**src/rtl/pipe_hazard_ctrl_if.sv**
```systemverilog
// Bundle between the pipeline datapath and the hazard sequencer: hazard
// sources flow in, pipeline-register enables/flushes and perf counters flow out.
interface pipe_hazard_ctrl_if #(
    parameter int CNT_W = 16
);
    logic [4:0]       id_rs1;
    logic [4:0]       id_rs2;
    logic             id_uses_rs1;
    logic             id_uses_rs2;
    logic [4:0]       ex_rd;
    logic             ex_mem_to_reg;
    logic             ex_branch_taken;
    logic             mem_req;
    logic             dmem_ready;

    logic             pc_en;
    logic             ifid_en;
    logic             ifid_flush;
    logic             idex_en;
    logic             idex_flush;
    logic             exmem_en;
    logic             memwb_flush;
    logic             mem_err;
    logic [CNT_W-1:0] stall_cycles;
    logic [CNT_W-1:0] flush_events;

    // Datapath side: supplies hazard information, consumes the controls.
    modport master (
        output id_rs1, id_rs2, id_uses_rs1, id_uses_rs2, ex_rd, ex_mem_to_reg,
               ex_branch_taken, mem_req, dmem_ready,
        input  pc_en, ifid_en, ifid_flush, idex_en, idex_flush, exmem_en,
               memwb_flush, mem_err, stall_cycles, flush_events
    );

    // Sequencer side.
    modport slave (
        input  id_rs1, id_rs2, id_uses_rs1, id_uses_rs2, ex_rd, ex_mem_to_reg,
               ex_branch_taken, mem_req, dmem_ready,
        output pc_en, ifid_en, ifid_flush, idex_en, idex_flush, exmem_en,
               memwb_flush, mem_err, stall_cycles, flush_events
    );
endinterface

```
**src/rtl/pipe_hazard_ctrl.sv**
```systemverilog
// Stall/flush sequencer for the 5-stage pipeline: load-use bubble, branch
// redirect flush, data-memory freeze with timeout, and saturating perf counters.
module pipe_hazard_ctrl #(
    parameter int MEM_TIMEOUT = 64,
    parameter int CNT_W       = 16
) (
    input logic             clk,
    input logic             reset_n,
    pipe_hazard_ctrl_if.slave hz
);

    localparam int                WAIT_W    = (MEM_TIMEOUT > 2) ? $clog2(MEM_TIMEOUT) : 1;
    localparam logic [WAIT_W-1:0] WAIT_LAST = WAIT_W'(MEM_TIMEOUT - 1);
    localparam logic [CNT_W-1:0]  CNT_MAX   = '1;

    typedef enum logic [1:0] {
        RUN      = 2'd0,
        MEM_WAIT = 2'd1,
        ERR      = 2'd2
    } state_e;

    state_e            state_q, state_d;
    logic [WAIT_W-1:0] wait_cnt_q, wait_cnt_d;
    logic [CNT_W-1:0]  stall_cnt_q, stall_cnt_d;
    logic [CNT_W-1:0]  flush_cnt_q, flush_cnt_d;

    logic load_use;
    logic freeze;
    logic run_rules;
    logic pc_en, ifid_en, ifid_flush, idex_en, idex_flush, exmem_en, memwb_flush;

    assign load_use = hz.ex_mem_to_reg && (hz.ex_rd != 5'd0) &&
                      ((hz.id_uses_rs1 && (hz.id_rs1 == hz.ex_rd)) ||
                       (hz.id_uses_rs2 && (hz.id_rs2 == hz.ex_rd)));

    // NOTE: every signal assigned in this block gets a default first, so no
    // path through the case/if tree can leave one unassigned and infer a latch.
    always_comb begin
        state_d     = state_q;
        wait_cnt_d  = wait_cnt_q;
        freeze      = 1'b0;
        run_rules   = 1'b0;
        pc_en       = 1'b1;
        ifid_en     = 1'b1;
        ifid_flush  = 1'b0;
        idex_en     = 1'b1;
        idex_flush  = 1'b0;
        exmem_en    = 1'b1;
        memwb_flush = 1'b0;

        case (state_q)
            RUN: begin
                if (hz.mem_req && !hz.dmem_ready) begin
                    freeze     = 1'b1;
                    state_d    = MEM_WAIT;
                    wait_cnt_d = '0;
                end else begin
                    run_rules = 1'b1;
                end
            end
            MEM_WAIT: begin
                if (!hz.dmem_ready) begin
                    freeze     = 1'b1;
                    wait_cnt_d = wait_cnt_q + 1'b1;
                    if (wait_cnt_q == WAIT_LAST) state_d = ERR;
                end else begin
                    // Release cycle: instructions held in EX/ID are judged as usual.
                    run_rules = 1'b1;
                    state_d   = RUN;
                end
            end
            ERR:     freeze  = 1'b1;
            default: state_d = RUN;
        endcase

        if (freeze) begin
            pc_en       = 1'b0;
            ifid_en     = 1'b0;
            idex_en     = 1'b0;
            exmem_en    = 1'b0;
            memwb_flush = 1'b1;
        end else if (run_rules && hz.ex_branch_taken) begin
            ifid_flush = 1'b1;
            idex_flush = 1'b1;
        end else if (run_rules && load_use) begin
            pc_en      = 1'b0;
            ifid_en    = 1'b0;
            idex_flush = 1'b1;
        end

        // Hold every pipeline register in bubble while reset is asserted.
        if (!reset_n) begin
            pc_en       = 1'b0;
            ifid_en     = 1'b0;
            idex_en     = 1'b0;
            exmem_en    = 1'b0;
            ifid_flush  = 1'b1;
            idex_flush  = 1'b1;
            memwb_flush = 1'b1;
        end
    end

    always_comb begin
        stall_cnt_d = stall_cnt_q;
        flush_cnt_d = flush_cnt_q;
        if (!pc_en && (stall_cnt_q != CNT_MAX)) stall_cnt_d = stall_cnt_q + 1'b1;
        if (ifid_flush && (flush_cnt_q != CNT_MAX)) flush_cnt_d = flush_cnt_q + 1'b1;
    end

    // NOTE: sequential state uses non-blocking assignments so every flop
    // samples the pre-edge values regardless of statement order.
    always_ff @(posedge clk or negedge reset_n) begin
        if (!reset_n) begin
            state_q     <= RUN;
            wait_cnt_q  <= '0;
            stall_cnt_q <= '0;
            flush_cnt_q <= '0;
        end else begin
            state_q     <= state_d;
            wait_cnt_q  <= wait_cnt_d;
            stall_cnt_q <= stall_cnt_d;
            flush_cnt_q <= flush_cnt_d;
        end
    end

    assign hz.pc_en        = pc_en;
    assign hz.ifid_en      = ifid_en;
    assign hz.ifid_flush   = ifid_flush;
    assign hz.idex_en      = idex_en;
    assign hz.idex_flush   = idex_flush;
    assign hz.exmem_en     = exmem_en;
    assign hz.memwb_flush  = memwb_flush;
    assign hz.mem_err      = (state_q == ERR);
    assign hz.stall_cycles = stall_cnt_q;
    assign hz.flush_events = flush_cnt_q;

endmodule
```
**src/flat_wrapper.sv**
```systemverilog
// flat-port wrapper written by rule: the top's interface ports become plain ports
module pipe_hazard_ctrl_flat 
#(
    parameter int MEM_TIMEOUT = 64,
    parameter int CNT_W       = 16
)
  (clk, reset_n, hz_id_rs1, hz_id_rs2, hz_id_uses_rs1, hz_id_uses_rs2, hz_ex_rd, hz_ex_mem_to_reg, hz_ex_branch_taken, hz_mem_req, hz_dmem_ready, hz_pc_en, hz_ifid_en, hz_ifid_flush, hz_idex_en, hz_idex_flush, hz_exmem_en, hz_memwb_flush, hz_mem_err, hz_stall_cycles, hz_flush_events);
  pipe_hazard_ctrl_if #(.CNT_W(CNT_W)) hz_i ();
  input logic clk;
  input logic reset_n;
  input wire logic [$bits(hz_i.id_rs1)-1:0] hz_id_rs1;
  input wire logic [$bits(hz_i.id_rs2)-1:0] hz_id_rs2;
  input wire logic [$bits(hz_i.id_uses_rs1)-1:0] hz_id_uses_rs1;
  input wire logic [$bits(hz_i.id_uses_rs2)-1:0] hz_id_uses_rs2;
  input wire logic [$bits(hz_i.ex_rd)-1:0] hz_ex_rd;
  input wire logic [$bits(hz_i.ex_mem_to_reg)-1:0] hz_ex_mem_to_reg;
  input wire logic [$bits(hz_i.ex_branch_taken)-1:0] hz_ex_branch_taken;
  input wire logic [$bits(hz_i.mem_req)-1:0] hz_mem_req;
  input wire logic [$bits(hz_i.dmem_ready)-1:0] hz_dmem_ready;
  output wire logic [$bits(hz_i.pc_en)-1:0] hz_pc_en;
  output wire logic [$bits(hz_i.ifid_en)-1:0] hz_ifid_en;
  output wire logic [$bits(hz_i.ifid_flush)-1:0] hz_ifid_flush;
  output wire logic [$bits(hz_i.idex_en)-1:0] hz_idex_en;
  output wire logic [$bits(hz_i.idex_flush)-1:0] hz_idex_flush;
  output wire logic [$bits(hz_i.exmem_en)-1:0] hz_exmem_en;
  output wire logic [$bits(hz_i.memwb_flush)-1:0] hz_memwb_flush;
  output wire logic [$bits(hz_i.mem_err)-1:0] hz_mem_err;
  output wire logic [$bits(hz_i.stall_cycles)-1:0] hz_stall_cycles;
  output wire logic [$bits(hz_i.flush_events)-1:0] hz_flush_events;
  assign hz_i.id_rs1 = hz_id_rs1;
  assign hz_i.id_rs2 = hz_id_rs2;
  assign hz_i.id_uses_rs1 = hz_id_uses_rs1;
  assign hz_i.id_uses_rs2 = hz_id_uses_rs2;
  assign hz_i.ex_rd = hz_ex_rd;
  assign hz_i.ex_mem_to_reg = hz_ex_mem_to_reg;
  assign hz_i.ex_branch_taken = hz_ex_branch_taken;
  assign hz_i.mem_req = hz_mem_req;
  assign hz_i.dmem_ready = hz_dmem_ready;
  assign hz_pc_en = hz_i.pc_en;
  assign hz_ifid_en = hz_i.ifid_en;
  assign hz_ifid_flush = hz_i.ifid_flush;
  assign hz_idex_en = hz_i.idex_en;
  assign hz_idex_flush = hz_i.idex_flush;
  assign hz_exmem_en = hz_i.exmem_en;
  assign hz_memwb_flush = hz_i.memwb_flush;
  assign hz_mem_err = hz_i.mem_err;
  assign hz_stall_cycles = hz_i.stall_cycles;
  assign hz_flush_events = hz_i.flush_events;
  pipe_hazard_ctrl #(.MEM_TIMEOUT(MEM_TIMEOUT), .CNT_W(CNT_W)) u_core (.clk(clk), .reset_n(reset_n), .hz(hz_i));
endmodule
```
**config.mk**
```make
export PLATFORM = sky130hd
export DESIGN_NAME = pipe_hazard_ctrl_flat
export DESIGN_NICKNAME = d
export VERILOG_FILES = /design/src/rtl/pipe_hazard_ctrl_if.sv /design/src/rtl/pipe_hazard_ctrl.sv /design/src/flat_wrapper.sv
export SDC_FILE = /design/constraint.sdc
export NUM_CORES = 1
export LEC_CHECK = 0
export ABC_AREA = 0
export CAP_MARGIN = 20
export CORE_AREA = 3 3 98 100
export DETAILED_ROUTE_END_ITERATION = 8
export DIE_AREA = 0 0 101 103
export GPL_TIMING_DRIVEN = 0
export PLACE_DENSITY = 0.48
export SYNTH_ARGS = -nofsm -noshare
export SYNTH_HDL_FRONTEND = slang
export SYNTH_SLANG_ARGS = --single-unit
```
**constraint.sdc**
```tcl
create_clock -name clk -period 5.4 [get_ports clk]
set_input_delay 1.08 -clock clk [delete_from_list [all_inputs] [get_ports clk]]
set_output_delay 1.08 -clock clk [all_outputs]
set_load 0.01 [all_outputs]
```
==> results.cfg <==
[finish]
fin_area_mm2 = 0.00307
antenna_cells = 0
multi_input_area_mm2 = 0.00109
syn2layout_area_growth_pct = 41.4
finalNonFillerCells = 378
drive_above_1_share_pct = 12.6
area.sequential_mm2 = 0.00100
nets = 296
fill_cells = 918
utilization_pct = 35.0

[worst_hold_path]
holdPathEnd = u_core.hz.flush_events[9]$_DFFE_PN0P_
holdCritPathClass = register to register
min_from = u_core.hz.flush_events[9]$_DFFE_PN0P_
hold_path_depth = 1

[clock_network]
cts_root_buf = clkbuf_8
cts_sinks = 40
ctsHoldBuffers = 0
cts_made_buffers = 5
cts_buffer_depth = 2
tritoncts = yes
htreeDepth = 2
postCtsSetupBuffers = 0
clk_latency_ns = 0.29
cts_resized = 0
clkTransAtPathRegs_ns = 0.07

[placement]
pre_cts_ws_ns = 0.723
placed_area_mm2 = 0.00294
gp_congestion = 0.726
dp_cells = 371
io_buffer_count = 62
dp_hpwl_mm = 3.81

[detailed_routing]
wl_per_cell_um = 12.9
drt_iter0_drc = 27
postRouteAntennaNets = 0
drt-met1-wl_mm = 2.26
vias = 1645
routed_via_density = 4.35
drt-pass1-iter-count = 3
drt_wl_total_mm = 4.87
wl_met2_mm = 2.12
met3_length_um = 408
top_layer = met4
drc = 0

[global_routing]
grt_usage_pct = 10.3
grt_max_degree = 27
antenna_found_initial = 0
first_global_vias = 1702
grt_first_pass_wirelength_mm = 8.37
grt_overflow = 0

[power_and_ir_drop]
power_density_mw_per_mm2 = 384
p_total_uw = 1180
p_leak_uw = 0.00127
ir_drop_uv = 117

[logic_synthesis]
synth_top_area_share_pct = 46.1
synth_compound_area_share_pct = 4.84
netlist_area_mm2 = 0.00217
yosys-mux-area-fraction_pct = 1.21
synthTopCellsByCount = dfrtp_1 (40), xor2_1 (26), nand2_1 (20), xnor2_1 (18), nand3_1 (16)
ys_types = 36
synthSimpleGateAreaFrac_pct = 24.9
synth-xor-area-share_pct = 17.8
syn-instance-count = 200
synth_top_area_cell = dfrtp_1
syn_avg_cell_area_um2 = 10.9
synth_most_common_cell = dfrtp_1
ys_seq_area_share_pct = 46.1
synth_fp_nets = 226
async_flop_share_pct = 100
synth_top_family_by_area = simple AND/OR/NAND/NOR gates
synth-edff-count = 0
ys_ff_latch = 40
yosys_warnings = 0
synthAdderAreaFrac_pct = 1.73
synth.area.top_cells = dfrtp_1 (46%), xor2_1 (10%), xnor2_1 (7.3%), nand3_1 (3.7%), nand2_1 (3.5%)
ys.flop_type = dfrtp_1

[setup_path]
reg2reg_to = u_core.hz.stall_cycles[14]$_DFFE_PN0P_
crit_fanout = 11
crit_path_frequent_cell = clkdlybuf4s50_1
worst_path_dominant_cell_family = buffers and inverters
critPathBufInv = 4
cp-start-kind = primary input
critical_path_class = primary input to output port
rr_startpoint = u_core.state_q[0]$_DFFE_PN0P_
cp_slowest_cell = or4_1
ff2ff_path_depth = 6
cpPeakStageDelay_ns = 0.53
rrSetupSlack_ns = 3.31
crit_chain = clkdlybuf4s50_1, or4_1, nor2_1, nor4b_2, a31oi_4, buf_6, buf_4, clkdlybuf4s50_1
arrival_ns = 3.58
end_kind = output port
required_ns = 4.32

[die]
die_y_um = 103
start_util_pct = 24.8
ios = 63
core-area_mm2 = 0.00876
rows = 34
die_area_mm2 = 0.0104
fp.dieW_um = 101

[sta]
slew_headroom_pct = 40.5
fin_skew_ns = 0.0156
hold_viol = 0
drv_slew = 0
finalSetupViolations = 0
fmaxAchievable_mhz = 215
rsz0062_at_grt = false
max_slew.worst_pin.slew_ns = 0.880
fin_crit_ns = 4.66
fin_ws_ns = 0.742
fin_crit_sh_pct = 86.3

[run]
cap_violations = 0

[status]
outcome = finished clean
[cell type report]
cell class / instances / share of cell area, %
clock inverters: 2 / 1.96
multi-input cells: 148 / 35.7
well taps: 108 / 4.40
repair buffers: 63 / 20.7
plain buffers: 5 / 1.59
flip-flops and latches: 40 / 32.6
clock buffers: 5 / 2.24
inverters: 7 / 0.856
[state kept, by name (all words and copies together), names as in the netlist]
register                cells
u_core.wait_cnt_q           6
u_core.hz.flush_events     16
u_core.state_q              2
u_core.hz.stall_cycles     16
[report_power, final]
group | total (uW) | leakage [uW] | internal [uW] | switching [uW]
Sequential | 489 | 0.000486 | 381 | 108
Clock | 289 | 0.0000642 | 182 | 107
Combinational | 402 | 0.000715 | 240 | 162
Total | 1180 | 0.00127 | 803 | 377
[per-stage QoR]
stage          hold WS [ns]  TNS [ns]
6_report              0.495         0
5_1_grt               0.525         0
4_1_cts               0.502         0
3_5_place_dp          0.489         0
3_3_place_gp          0.483     -2.04
2_1_floorplan         0.485         0
[layout by cell type (no fill, tap or decap), types with 5 or more instances in the layout]
cell type	count
clkdlybuf4s50_1	61
dfrtp_1	40
xor2_1	26
nand2_1	20
xnor2_1	18
nand3_1	16
nor2_1	14
inv_1	7
nand4_1	7
nor3_2	7
nor3_1	5
clkbuf_8	5
[per-layer routing]
metal,up-vias,track usage [%]
met3,6,3.86
met5,-,0
met2,48,16.0
li1,827,-
met4,0,3.99
met1,764,13.0
[worst max-delay path by stage]
stage / to / start / cells past startpoint
floorplan: hz_pc_en / hz_ex_rd[0] / 6
global placement: hz_pc_en / reset_n / 6
detailed placement: hz_pc_en / hz_ex_rd[0] / 8
CTS: hz_pc_en / hz_ex_rd[0] / 8
global route: hz_pc_en / hz_ex_rd[0] / 8
finish: hz_pc_en / hz_ex_rd[0] / 8
[cell families after synthesis]
family                     Yosys count
buffers and inverters               12
muxes                                2
adders and majority gates            3
DFF                                 40
and+or+nand+nor                     87
xor gates and xnor gates            44
AOI/OAI and AO/OA                   12
No activity file was read; power rests on OpenSTA's default activity.
==> patch, RTL diff (same flow settings) <==
Make the reset (`reset_n`) synchronous in one clocked block.
--- a/src/rtl/pipe_hazard_ctrl.sv
+++ b/src/rtl/pipe_hazard_ctrl.sv
@@ -110,5 +110,5 @@
     // NOTE: sequential state uses non-blocking assignments so every flop
     // samples the pre-edge values regardless of statement order.
-    always_ff @(posedge clk or negedge reset_n) begin
+    always_ff @(posedge clk) begin
         if (!reset_n) begin
             state_q     <= RUN;
Function: differs if reset_n is asserted again (counterexample within 4 cycles, from zero or initial values and one cycle with reset_n low); with reset_n held inactive, the same outputs for 10 cycles.
==> patch against the unedited design <==
Fmax increased by 0.64%; synthesized area unchanged; cell count increased by 14%; cell area decreased by 1.2%; worst setup slack improved by 0.030 ns; highest routed layer unchanged; count of clock-buffer cells in the layout increased by 1; via count increased by 24%; non-clock buffer count increased by 8; sequential cell count unchanged; routed wire length increased by 21%; sequential share of layout area decreased by 6.2 points; synthesized cell count increased by 26%.
Power is not compared: it rests on default switching activity, and its combinational part moved more than twofold at a synthesized area within 25%.
==> patch: results <==
[synth]
synthDistinctLibCells = 43
yosys_warnings = 0
synthArstFlopShare = 0
most_used_dff_post_synth = "sky130_fd_sc_hd__dfxtp_1"
yosys-top-cells-area = "sky130_fd_sc_hd__dfxtp_1, sky130_fd_sc_hd__xnor2_1, sky130_fd_sc_hd__xor2_1"
mean_instance_size_in_the_synthesized_netlist_sq_um = 8.61
synth_nets = 278
yosysSeqAreaShare = 0.369
post_synth_most_frequent_cells = "sky130_fd_sc_hd__dfxtp_1, sky130_fd_sc_hd__nor2_1, sky130_fd_sc_hd__nand2_1"

[global_routing]
grt.total_usage = 0.115
grt_first_pass_wirelength_microns = 9700
largest_net_degree_at_the_start_of_global_routing = 13
first_global_vias = 1958

[sta]
clock_skew_ns = 0.0109
worst_pin_slew_ns = 0.565
final_hold_slack_ns = 0.492

[layout]
final_layout_size_suffix_gt1_frac = 0.0714
design.final.nets = 347
fill_cells = 925

[drt]
avgRoutedWirePerCell_microns = 13.7
postRouteWirelength_microns = 5880
initialDrtViolationCount = 60
detail_route.drc_violations = 0
vias_per_cell = 4.73
drt-pass1-iter-count = 4

[placement]
globalplace.congestion = 0.786
port-buffer-count = 62
placed_cells = 422
place.detailed.hpwl_microns = 4430
dp_worst_slack_ns = 0.759

[hold_path]
worstHoldPathCells = 2
hp-start = "u_core.wait_cnt_q[0]"
min_delay_worst_endpoint = "u_core.wait_cnt_q[0]"
hold_path_class = "flip-flop to flip-flop"

[clock_tree]
cts_post_setup_buffers_inserted = 0
clock_tree.buffer_depth = 2
clockRootBuffer = "sky130_fd_sc_hd__clkbuf_8"
numCtsBuffers = 5
clkTransAtPathRegs_ns = 0.08
clock_insertion_delay_worst_skew_ns = 0.29

[setup_path]
max_stage_delay_ns = 0.57
worstReg2RegEnd = "u_core.hz.stall_cycles[8]"
critical_path.reg2reg.startpoint = "u_core.hz.stall_cycles[1]"
regToRegSetupSlack_ns = 3.09
timing.critical_path.arrival_ns = 3.55
crit_family = "buffers and inverters"
reg2regPathDepth = 8

[power]
ir_drop_v = 0.000113
power.leakage_nw = 1.03

[status]
status = "complete, no violations"
## patch: cell types whose count changed in the layout (fill, tap and decap cells not counted), sizes merged, moves of 11 or more
cell	change
a21oi	+15
xor2	-14
nor2	+11
dfxtp	+40
dfrtp	-40
## patch: cell families after synthesis
kind of cell | after synthesis | synth area share
xor+xnor | 26 | 0.105
buf+inv | 21 | 0.0559
mux | 4 | 0.0184
compound gates | 43 | 0.146
flops | 40 | 0.369
fa+ha+maj | 3 | 0.0173
simple gates | 115 | 0.289
## patch: worst reg2reg max path, cell delays in order (launching register included)
cell and delay [ns]:
sky130_fd_sc_hd__dfxtp_1 0.44, sky130_fd_sc_hd__ha_1 0.23, sky130_fd_sc_hd__and3_1 0.19, sky130_fd_sc_hd__nand3_1 0.23, sky130_fd_sc_hd__nor3_2 0.46, sky130_fd_sc_hd__buf_4 0.27, sky130_fd_sc_hd__buf_4 0.20, sky130_fd_sc_hd__o31ai_1 0.09
sky130_fd_sc_hd__a21oi_1 0.14
## patch: stage by stage
step / total power [mW] / area (sq um)
3_5_place_dp: 0.404 / 2930
3_3_place_gp: 0.404 / 2930
2_1_floorplan: 0.358 / 2170
5_1_grt: 0.677 / 3030
4_1_cts: 0.654 / 3030
6_report: 0.643 / 3030
## patch: worst max path at each step
| stage | from | to | slack [ns] | cells past startpoint |
|---|---|---|---|---|
| after floorplan | hz_ex_rd[0] | hz_pc_en | 1.88 | 6 |
| after global placement | hz_ex_rd[0] | hz_pc_en | 0.76 | 8 |
| after detailed placement | hz_ex_rd[0] | hz_pc_en | 0.76 | 8 |
| after CTS | hz_ex_rd[0] | hz_pc_en | 0.76 | 8 |
| after global routing | hz_ex_rd[0] | hz_pc_en | 0.71 | 8 |
| final | hz_ex_rd[0] | hz_pc_en | 0.77 | 8 |
## patch: report_power, final
part	switching (mW)	total [mW]	internal (mW)
Sequential	0.00579	0.305	0.299
Clock	0.109	0.246	0.137
Combinational	0.0415	0.0911	0.0497
Total	0.156	0.643	0.486
## patch: routing by layer
metal	routed length (microns)	up-vias	part of all wire	global-route usage
met5	0	-	0	0
met1	2870	930	0.49	0.159
li1	-	1044	-	-
met3	309	5	0.053	0.0291
met4	58	0	0.0099	0.0337
met2	2640	53	0.45	0.179
## patch: final cells by class
type                    instances  area share
plain buffers                  14      0.0313
clock buffers                   6      0.0239
clock inverters                 2      0.0115
inverters                       7     0.00866
multi-input cells             191       0.412
flip-flops and latches         40       0.264
well taps                     108      0.0445
repair buffers                 62       0.205
